**src/rtl/midi_tx_arbiter_pkg.sv**
```systemverilog
// Shared types, status-byte ranges and classification helper for the MIDI transmit arbiter.
package midi_pkg;

    typedef enum logic [1:0] {
        IDLE      = 2'd0,
        SEND      = 2'd1,
        WAIT_ACC  = 2'd2,
        WAIT_DONE = 2'd3
    } state_e;

    localparam logic [7:0] STATUS_CH_MAX = 8'hEF;
    localparam logic [7:0] SYSCOM_MIN    = 8'hF0;
    localparam logic [7:0] RT_MIN        = 8'hF8;

    function automatic logic is_channel_status(input logic [7:0] s);
        return s[7] && (s <= STATUS_CH_MAX);
    endfunction

endpackage

```
**src/rtl/midi_tx_arbiter_if.sv**
```systemverilog
// Requester-side bundle: per-source request, message and length in; ack and error pulses out.
interface midi_tx_arbiter_if #(
    parameter int NREQ = 4
);
    logic [NREQ-1:0]    req;
    logic [NREQ*24-1:0] msg;
    logic [NREQ*2-1:0]  len;
    logic [NREQ-1:0]    ack;
    logic               err;

    modport master (output req, msg, len, input ack, err);
    modport slave  (input req, msg, len, output ack, err);
endinterface

```
**src/rtl/midi_tx_arbiter_rr_arbiter.sv**
```systemverilog
// Round-robin picker: first set request at or after the pointer, wrapping. Purely combinational.
module rr_arbiter #(
    parameter int NREQ = 4,
    parameter int IW   = (NREQ > 1) ? $clog2(NREQ) : 1
) (
    input  logic [NREQ-1:0] req_i,
    input  logic [IW-1:0]   ptr_i,
    output logic [NREQ-1:0] gnt_o,
    output logic [IW-1:0]   idx_o,
    output logic            vld_o
);
    logic [IW:0] cand;

    always_comb begin
        gnt_o = '0;
        idx_o = '0;
        vld_o = 1'b0;
        cand  = '0;
        for (int k = 0; k < NREQ; k++) begin
            cand = {1'b0, ptr_i} + (IW+1)'(k);
            if (cand >= (IW+1)'(NREQ)) begin
                cand = cand - (IW+1)'(NREQ);
            end
            if (!vld_o && req_i[cand[IW-1:0]]) begin
                vld_o             = 1'b1;
                gnt_o[cand[IW-1:0]] = 1'b1;
                idx_o             = cand[IW-1:0];
            end
        end
    end
endmodule

```
**src/rtl/midi_tx_arbiter.sv**
```systemverilog
// Round-robin share of one MIDI UART among NREQ sources, with optional running-status compression.
// First tstart two cycles after grant-eligible req; each byte waits for the UART ready low/high cycle.
module midi_tx_arbiter
    import midi_pkg::*;
#(
    parameter int NREQ           = 4,
    parameter int RUNNING_STATUS = 1,
    parameter int RS_REFRESH     = 16
) (
    input  logic                 clk,
    input  logic                 rst_n,
    midi_tx_arbiter_if.slave     src,
    input  logic                 tready,
    output logic                 tstart,
    output logic [7:0]           tbus,
    output logic                 busy
);
    localparam int IW = (NREQ > 1) ? $clog2(NREQ) : 1;

    state_e          state_q, state_d;
    logic [IW-1:0]   ptr_q, ptr_d, win_q, win_d;
    logic [23:0]     msg_q, msg_d;
    logic [1:0]      len_q, len_d, idx_q, idx_d;
    logic [7:0]      last_q, last_d;
    logic            lvld_q, lvld_d;
    logic [15:0]     rsc_q, rsc_d;
    logic [NREQ-1:0] ack_q, ack_d;
    logic            err_q, err_d, tstart_q, tstart_d;
    logic [7:0]      tbus_q, tbus_d;

    logic [NREQ-1:0] gnt;
    logic [IW-1:0]   gidx;
    logic            gvld;
    logic [23:0]     g_msg;
    logic [1:0]      g_len;
    logic [7:0]      g_stat, cur_byte;
    logic            rs_hit;

    rr_arbiter #(.NREQ(NREQ), .IW(IW)) u_rr (
        .req_i (src.req),
        .ptr_i (ptr_q),
        .gnt_o (gnt),
        .idx_o (gidx),
        .vld_o (gvld)
    );

    assign g_msg  = src.msg[24*int'(gidx) +: 24];
    assign g_len  = src.len[2*int'(gidx) +: 2];
    assign g_stat = g_msg[23:16];

    // A one-byte message never loses its status, otherwise nothing would be sent.
    assign rs_hit = lvld_q && (g_stat == last_q) && (g_len != 2'd1)
                 && ((RS_REFRESH == 0) || (32'(rsc_q) < RS_REFRESH));

    assign cur_byte = (idx_q == 2'd0) ? msg_q[23:16] :
                      (idx_q == 2'd1) ? msg_q[15:8]  : msg_q[7:0];

    function automatic logic [IW-1:0] ptr_after(input logic [IW-1:0] w);
        return (w == IW'(NREQ - 1)) ? '0 : w + 1'b1;
    endfunction

    always_comb begin
        state_d  = state_q;
        ptr_d    = ptr_q;
        win_d    = win_q;
        msg_d    = msg_q;
        len_d    = len_q;
        idx_d    = idx_q;
        last_d   = last_q;
        lvld_d   = lvld_q;
        rsc_d    = rsc_q;
        ack_d    = '0;
        err_d    = 1'b0;
        tstart_d = 1'b0;
        tbus_d   = tbus_q;
        case (state_q)
            IDLE: begin
                if (gvld) begin
                    if (!g_stat[7] || (g_len == 2'd0)) begin
                        ack_d = gnt;
                        err_d = 1'b1;
                        ptr_d = ptr_after(gidx);
                    end else begin
                        msg_d   = g_msg;
                        len_d   = g_len;
                        win_d   = gidx;
                        idx_d   = 2'd0;
                        state_d = SEND;
                        if (RUNNING_STATUS != 0) begin
                            if (is_channel_status(g_stat)) begin
                                if (rs_hit) begin
                                    idx_d = 2'd1;
                                    rsc_d = (rsc_q == 16'hFFFF) ? rsc_q : rsc_q + 16'd1;
                                end else begin
                                    rsc_d  = '0;
                                    last_d = g_stat;
                                    lvld_d = 1'b1;
                                end
                            end else if ((g_stat >= SYSCOM_MIN) && (g_stat < RT_MIN)) begin
                                // System common breaks running status; realtime leaves it alone.
                                lvld_d = 1'b0;
                                rsc_d  = '0;
                            end
                        end
                    end
                end
            end
            SEND: begin
                if (tready) begin
                    tbus_d   = cur_byte;
                    tstart_d = 1'b1;
                    state_d  = WAIT_ACC;
                end
            end
            WAIT_ACC: begin
                if (!tready) begin
                    state_d = WAIT_DONE;
                end
            end
            WAIT_DONE: begin
                if (tready) begin
                    if (({1'b0, idx_q} + 3'd1) < {1'b0, len_q}) begin
                        idx_d   = idx_q + 2'd1;
                        state_d = SEND;
                    end else begin
                        ack_d[win_q] = 1'b1;
                        ptr_d        = ptr_after(win_q);
                        state_d      = IDLE;
                    end
                end
            end
            default: state_d = IDLE;
        endcase
    end

    always_ff @(posedge clk or negedge rst_n) begin
        if (!rst_n) begin
            state_q  <= IDLE;
            ptr_q    <= '0;
            win_q    <= '0;
            msg_q    <= '0;
            len_q    <= '0;
            idx_q    <= '0;
            last_q   <= '0;
            lvld_q   <= 1'b0;
            rsc_q    <= '0;
            ack_q    <= '0;
            err_q    <= 1'b0;
            tstart_q <= 1'b0;
            tbus_q   <= 8'h00;
        end else begin
            state_q  <= state_d;
            ptr_q    <= ptr_d;
            win_q    <= win_d;
            msg_q    <= msg_d;
            len_q    <= len_d;
            idx_q    <= idx_d;
            last_q   <= last_d;
            lvld_q   <= lvld_d;
            rsc_q    <= rsc_d;
            ack_q    <= ack_d;
            err_q    <= err_d;
            tstart_q <= tstart_d;
            tbus_q   <= tbus_d;
        end
    end

    assign src.ack = ack_q;
    assign src.err = err_q;
    assign tstart  = tstart_q;
    assign tbus    = tbus_q;
    assign busy    = (state_q != IDLE);
endmodule

```
**src/flat_wrapper.sv**
```systemverilog
// flat-port wrapper written by rule: the top's interface ports become plain ports
module midi_tx_arbiter_flat import midi_pkg::*;
#(
    parameter int NREQ           = 4,
    parameter int RUNNING_STATUS = 1,
    parameter int RS_REFRESH     = 16
)
  (clk, rst_n, tready, tstart, tbus, busy, src_req, src_msg, src_len, src_ack, src_err);
  midi_tx_arbiter_if #(.NREQ(NREQ)) src_i ();
  input  logic clk;
  input  logic rst_n;
  input  logic tready;
  output logic tstart;
  output logic [7:0] tbus;
  output logic busy;
  input wire logic [$bits(src_i.req)-1:0] src_req;
  input wire logic [$bits(src_i.msg)-1:0] src_msg;
  input wire logic [$bits(src_i.len)-1:0] src_len;
  output wire logic [$bits(src_i.ack)-1:0] src_ack;
  output wire logic [$bits(src_i.err)-1:0] src_err;
  assign src_i.req = src_req;
  assign src_i.msg = src_msg;
  assign src_i.len = src_len;
  assign src_ack = src_i.ack;
  assign src_err = src_i.err;
  midi_tx_arbiter #(.NREQ(NREQ), .RUNNING_STATUS(RUNNING_STATUS), .RS_REFRESH(RS_REFRESH)) u_core (.clk(clk), .rst_n(rst_n), .src(src_i), .tready(tready), .tstart(tstart), .tbus(tbus), .busy(busy));
endmodule
```
**config.mk**
```make
export PLATFORM = sky130hd
export DESIGN_NAME = midi_tx_arbiter_flat
export DESIGN_NICKNAME = d
export VERILOG_FILES = /design/src/rtl/midi_tx_arbiter_pkg.sv /design/src/rtl/midi_tx_arbiter_if.sv /design/src/rtl/midi_tx_arbiter_rr_arbiter.sv /design/src/rtl/midi_tx_arbiter.sv /design/src/flat_wrapper.sv
export SDC_FILE = /design/constraint.sdc
export NUM_CORES = 1
export LEC_CHECK = 0
export BUFFER_PORTS_ARGS = -buffer_cell sky130_fd_sc_hd__buf_2
export CAP_MARGIN = 20
export CORE_MARGIN = 10
export CORE_UTILIZATION = 50
export CTS_CLUSTER_DIAMETER = 60
export DETAILED_ROUTE_END_ITERATION = 8
export HOLD_SLACK_MARGIN = 0.1
export PLACE_DENSITY_LB_ADDON = 0.12
export SYNTH_ARGS = -nofsm -noshare
export SYNTH_HDL_FRONTEND = slang
export SYNTH_SLANG_ARGS = --single-unit
export TNS_END_PERCENT = 1
```
**constraint.sdc**
```tcl
create_clock -name clk -period 5.1 [get_ports clk]
set_clock_uncertainty 0.2 [all_clocks]
set_input_delay 0.255 -clock clk [delete_from_list [all_inputs] [get_ports clk]]
set_output_delay 0.255 -clock clk [all_outputs]
set_load 0.05 [all_outputs]
```
==> impl_metrics.json <==
{
  "clockBufferDepth": 2,
  "grt_use_total_pct": 20.0,
  "portBuffers": 125,
  "fillers": 872,
  "slew_viol_final": 0,
  "worstSetupEndpointType": "register",
  "cts_tree": "done",
  "dp_hpwl_mm": 11.1,
  "final_common_cell": "buf_2",
  "post_cts_buffers": 0,
  "final_hold_viol_count": 0,
  "antenna_left": 0,
  "synth_area_leader_cell": "dfrtp_1",
  "ys_async_sr_fraction_pct": 100,
  "clk_latency_ns": 0.35,
  "grt_first_pass_wirelength_mm": 24.3,
  "rsz0062_at_grt": "false",
  "fp.dieArea_mm2": 0.0147,
  "status": "completed",
  "area_growth_pct": 24.5,
  "r2r_start": "u_core.ptr_q[1]",
  "synthFlopType": "dfrtp_1",
  "drtPass1Iterations": 6,
  "min-delay-start": "src_msg[30]",
  "fp.dieW_um": 121,
  "synth.top_cell.area_share_pct": 35.7,
  "period_share_pct": 92.8,
  "wl_mm": 15.0,
  "syn_area_per_cell_um2": 8.30,
  "yosys_warnings": 0,
  "synth_edf_count": 0,
  "clkTransAtPathRegs_ns": 0.08,
  "ioPinCount": 126,
  "ys_types": 66,
  "critPathKind": "register to register",
  "syn-cell-area_mm2": 0.00512,
  "slew_headroom_pct": 38.0,
  "hp-class": "input pin to register",
  "worstReg2RegEnd": "u_core.msg_q[2]",
  "post_route_cells_drive_above_1_share_pct": 24.0,
  "grt_overflow_total": 0,
  "first_global_vias": 5053,
  "vias": 5056,
  "cp.required_ns": 5.15,
  "numCtsBuffers": 9,
  "nets": 895,
  "ys_top_cells_by_area": "dfrtp_1 (36%), nand2_1 (8.9%), mux2i_1 (5.9%)",
  "ys_seq_area_share_pct": 35.7,
  "die_h_um": 121,
  "cts.sinks": 73,
  "irDropWorstVdd_uv": 382,
  "r2r_slack_ns": 0.37,
  "tns_ns": 0,
  "timing.critical_path.from": "u_core.ptr_q[1]",
  "root_buffer": "clkbuf_8",
  "antenna_found_initial": 1,
  "grt_max_degree": 74,
  "place_congestion": 0.963,
  "vias_per_cell": 5.62,
  "ys_ff_latch": 73,
  "worstPathMaxFanout": 21,
  "drt_iter0_markers": 385,
  "fmax_mhz": 211,
  "cp-start-kind": "register",
  "setup_violations": 0,
  "maxCapViolCount": 0,
  "h-tree-depth": 3,
  "r2r_cells": 14,
  "mostFrequentLayoutCells": "buf_2 (125), nand2_1 (121), nor2_1 (77)",
  "initial_core_util_pct": 51.9,
  "postSynthCellCount": 617,
  "rows": 36,
  "fin_total_pwr_mw": 4.14,
  "p_leak_nw": 3.07,
  "crit_path_end": "u_core.msg_q[2]",
  "drc": 0,
  "synth_fp_nets": 749,
  "worstMarginPinSlew_ns": 0.931,
  "period_minus_slack_ns": 4.73,
  "p_per_area_mw_per_mm2": 648,
  "core_area_mm2": 0.00986,
  "avgRoutedWirePerCell_um": 16.7,
  "crit_arrival_ns": 4.78
}
-- flip-flops by register name, indices dropped and copies added, names as in the netlist --
name / cells
u_core.last_q: 8
u_core.win_q: 2
u_core.tstart: 1
u_core.src.ack: 4
u_core.state_q: 2
u_core.rsc_q: 16
u_core.lvld_q: 1
u_core.idx_q: 2
u_core.src.err: 1
u_core.ptr_q: 2
u_core.tbus: 8
u_core.len_q: 2
u_core.msg_q: 24
-- stage by stage --
step	cell area, um2	instances	utilization [%]	hold slack [ns]	setup slack [ns]
2_1_floorplan	5120	617	-	-0.241	0.610
3_3_place_gp	5810	848	58.9	0.249	0.444
3_5_place_dp	5810	848	58.9	0.251	0.273
4_1_cts	6370	899	64.5	0.104	0.0344
5_1_grt	6380	900	64.7	0.133	0.0141
6_report	6380	900	64.7	0.115	0.368
-- routing by layer --
metal / wire length [um] / track usage [%] / vias to the layer above
met5: 0 / 0 / -
met4: 395 / 7.30 / 0
met3: 1120 / 4.98 / 37
met2: 6680 / 30.2 / 229
met1: 6820 / 27.2 / 2343
li1: - / - / 2447
-- cell families (layout without fill, tap and decap cells) --
logic type | Yosys count | count (layout) | share of synthesized area [%]
XOR/XNOR | 6 | 6 | 1.03
other | 0 | 1 | 0
multiplexers | 46 | 46 | 10.3
adder cells (fa/ha/maj) | 21 | 21 | 5.27
buffers and inverters | 56 | 205 | 4.98
flip-flops | 73 | 73 | 35.7
AO/OA/AOI/OAI | 121 | 121 | 16.3
AND/OR/NAND/NOR | 294 | 294 | 26.5
-- critical path: stages, from the launching register on --
cell	delay, ns
dfrtp_2	0.50
inv_1	0.15
ha_1	0.40
mux4_2	0.66
nor2b_1	0.34
buf_4	0.23
o32ai_1	0.09
a2111oi_2	0.48
nand2_1	0.13
a22oi_1	0.28
nor2_1	0.16
buf_4	0.25
o211ai_1	0.11
dlygate4sd3_1	0.58
nand2_1	0.05
-- power by group --
group	internal [mW]	total [mW]	switching, mW
logic	1.08	2.76	1.69
clock network	0.220	0.442	0.221
registers	0.792	0.933	0.140
total	2.09	4.14	2.05
-- area by class of cell --
type / count / area, um2 / area share (%)
Tap cell: 133 / 166 / 2.61
Multi-Input combinational cell: 488 / 3050 / 47.8
Antenna cell: 1 / 2.50 / 0.0392
Clock buffer: 9 / 124 / 1.94
Timing Repair Buffer: 174 / 1090 / 17.0
Sequential cell: 73 / 1830 / 28.6
Clock inverter: 5 / 58.8 / 0.922
Inverter: 17 / 63.8 / 1.00
-- timing repair --
action / in CTS / in global routing
endpoints found under the setup margin: 0 / 15
gates resized for setup: 0 / 4
endpoints found under the hold margin: 86 / 0
hold buffers: 37 / 0
-- how the worst min path moves through the flow --
stage | endpoint | slack, ns | cells after the start
floorplan | u_core.idx_q[0] | -0.24 | 0
global placement | u_core.last_q[7] | 0.25 | 1
detailed placement | u_core.last_q[7] | 0.25 | 1
CTS | u_core.msg_q[4] | 0.10 | 5
global route | u_core.msg_q[4] | 0.13 | 5
finish | u_core.msg_q[6] | 0.11 | 5
-- cell usage after synthesis (12+ instances only) --
cell type and number:
nor2_1 77, nor2b_1 16, o211ai_1 18, dfrtp_1 73, o21ai_0 34, mux2_2 12
inv_1 16, mux2i_1 30, ha_1 20, a22oi_1 15, clkbuf_1 27, a21oi_1 17
nand3_1 31, nand2_1 121
Note: power is estimated with default switching activity, not from simulation.
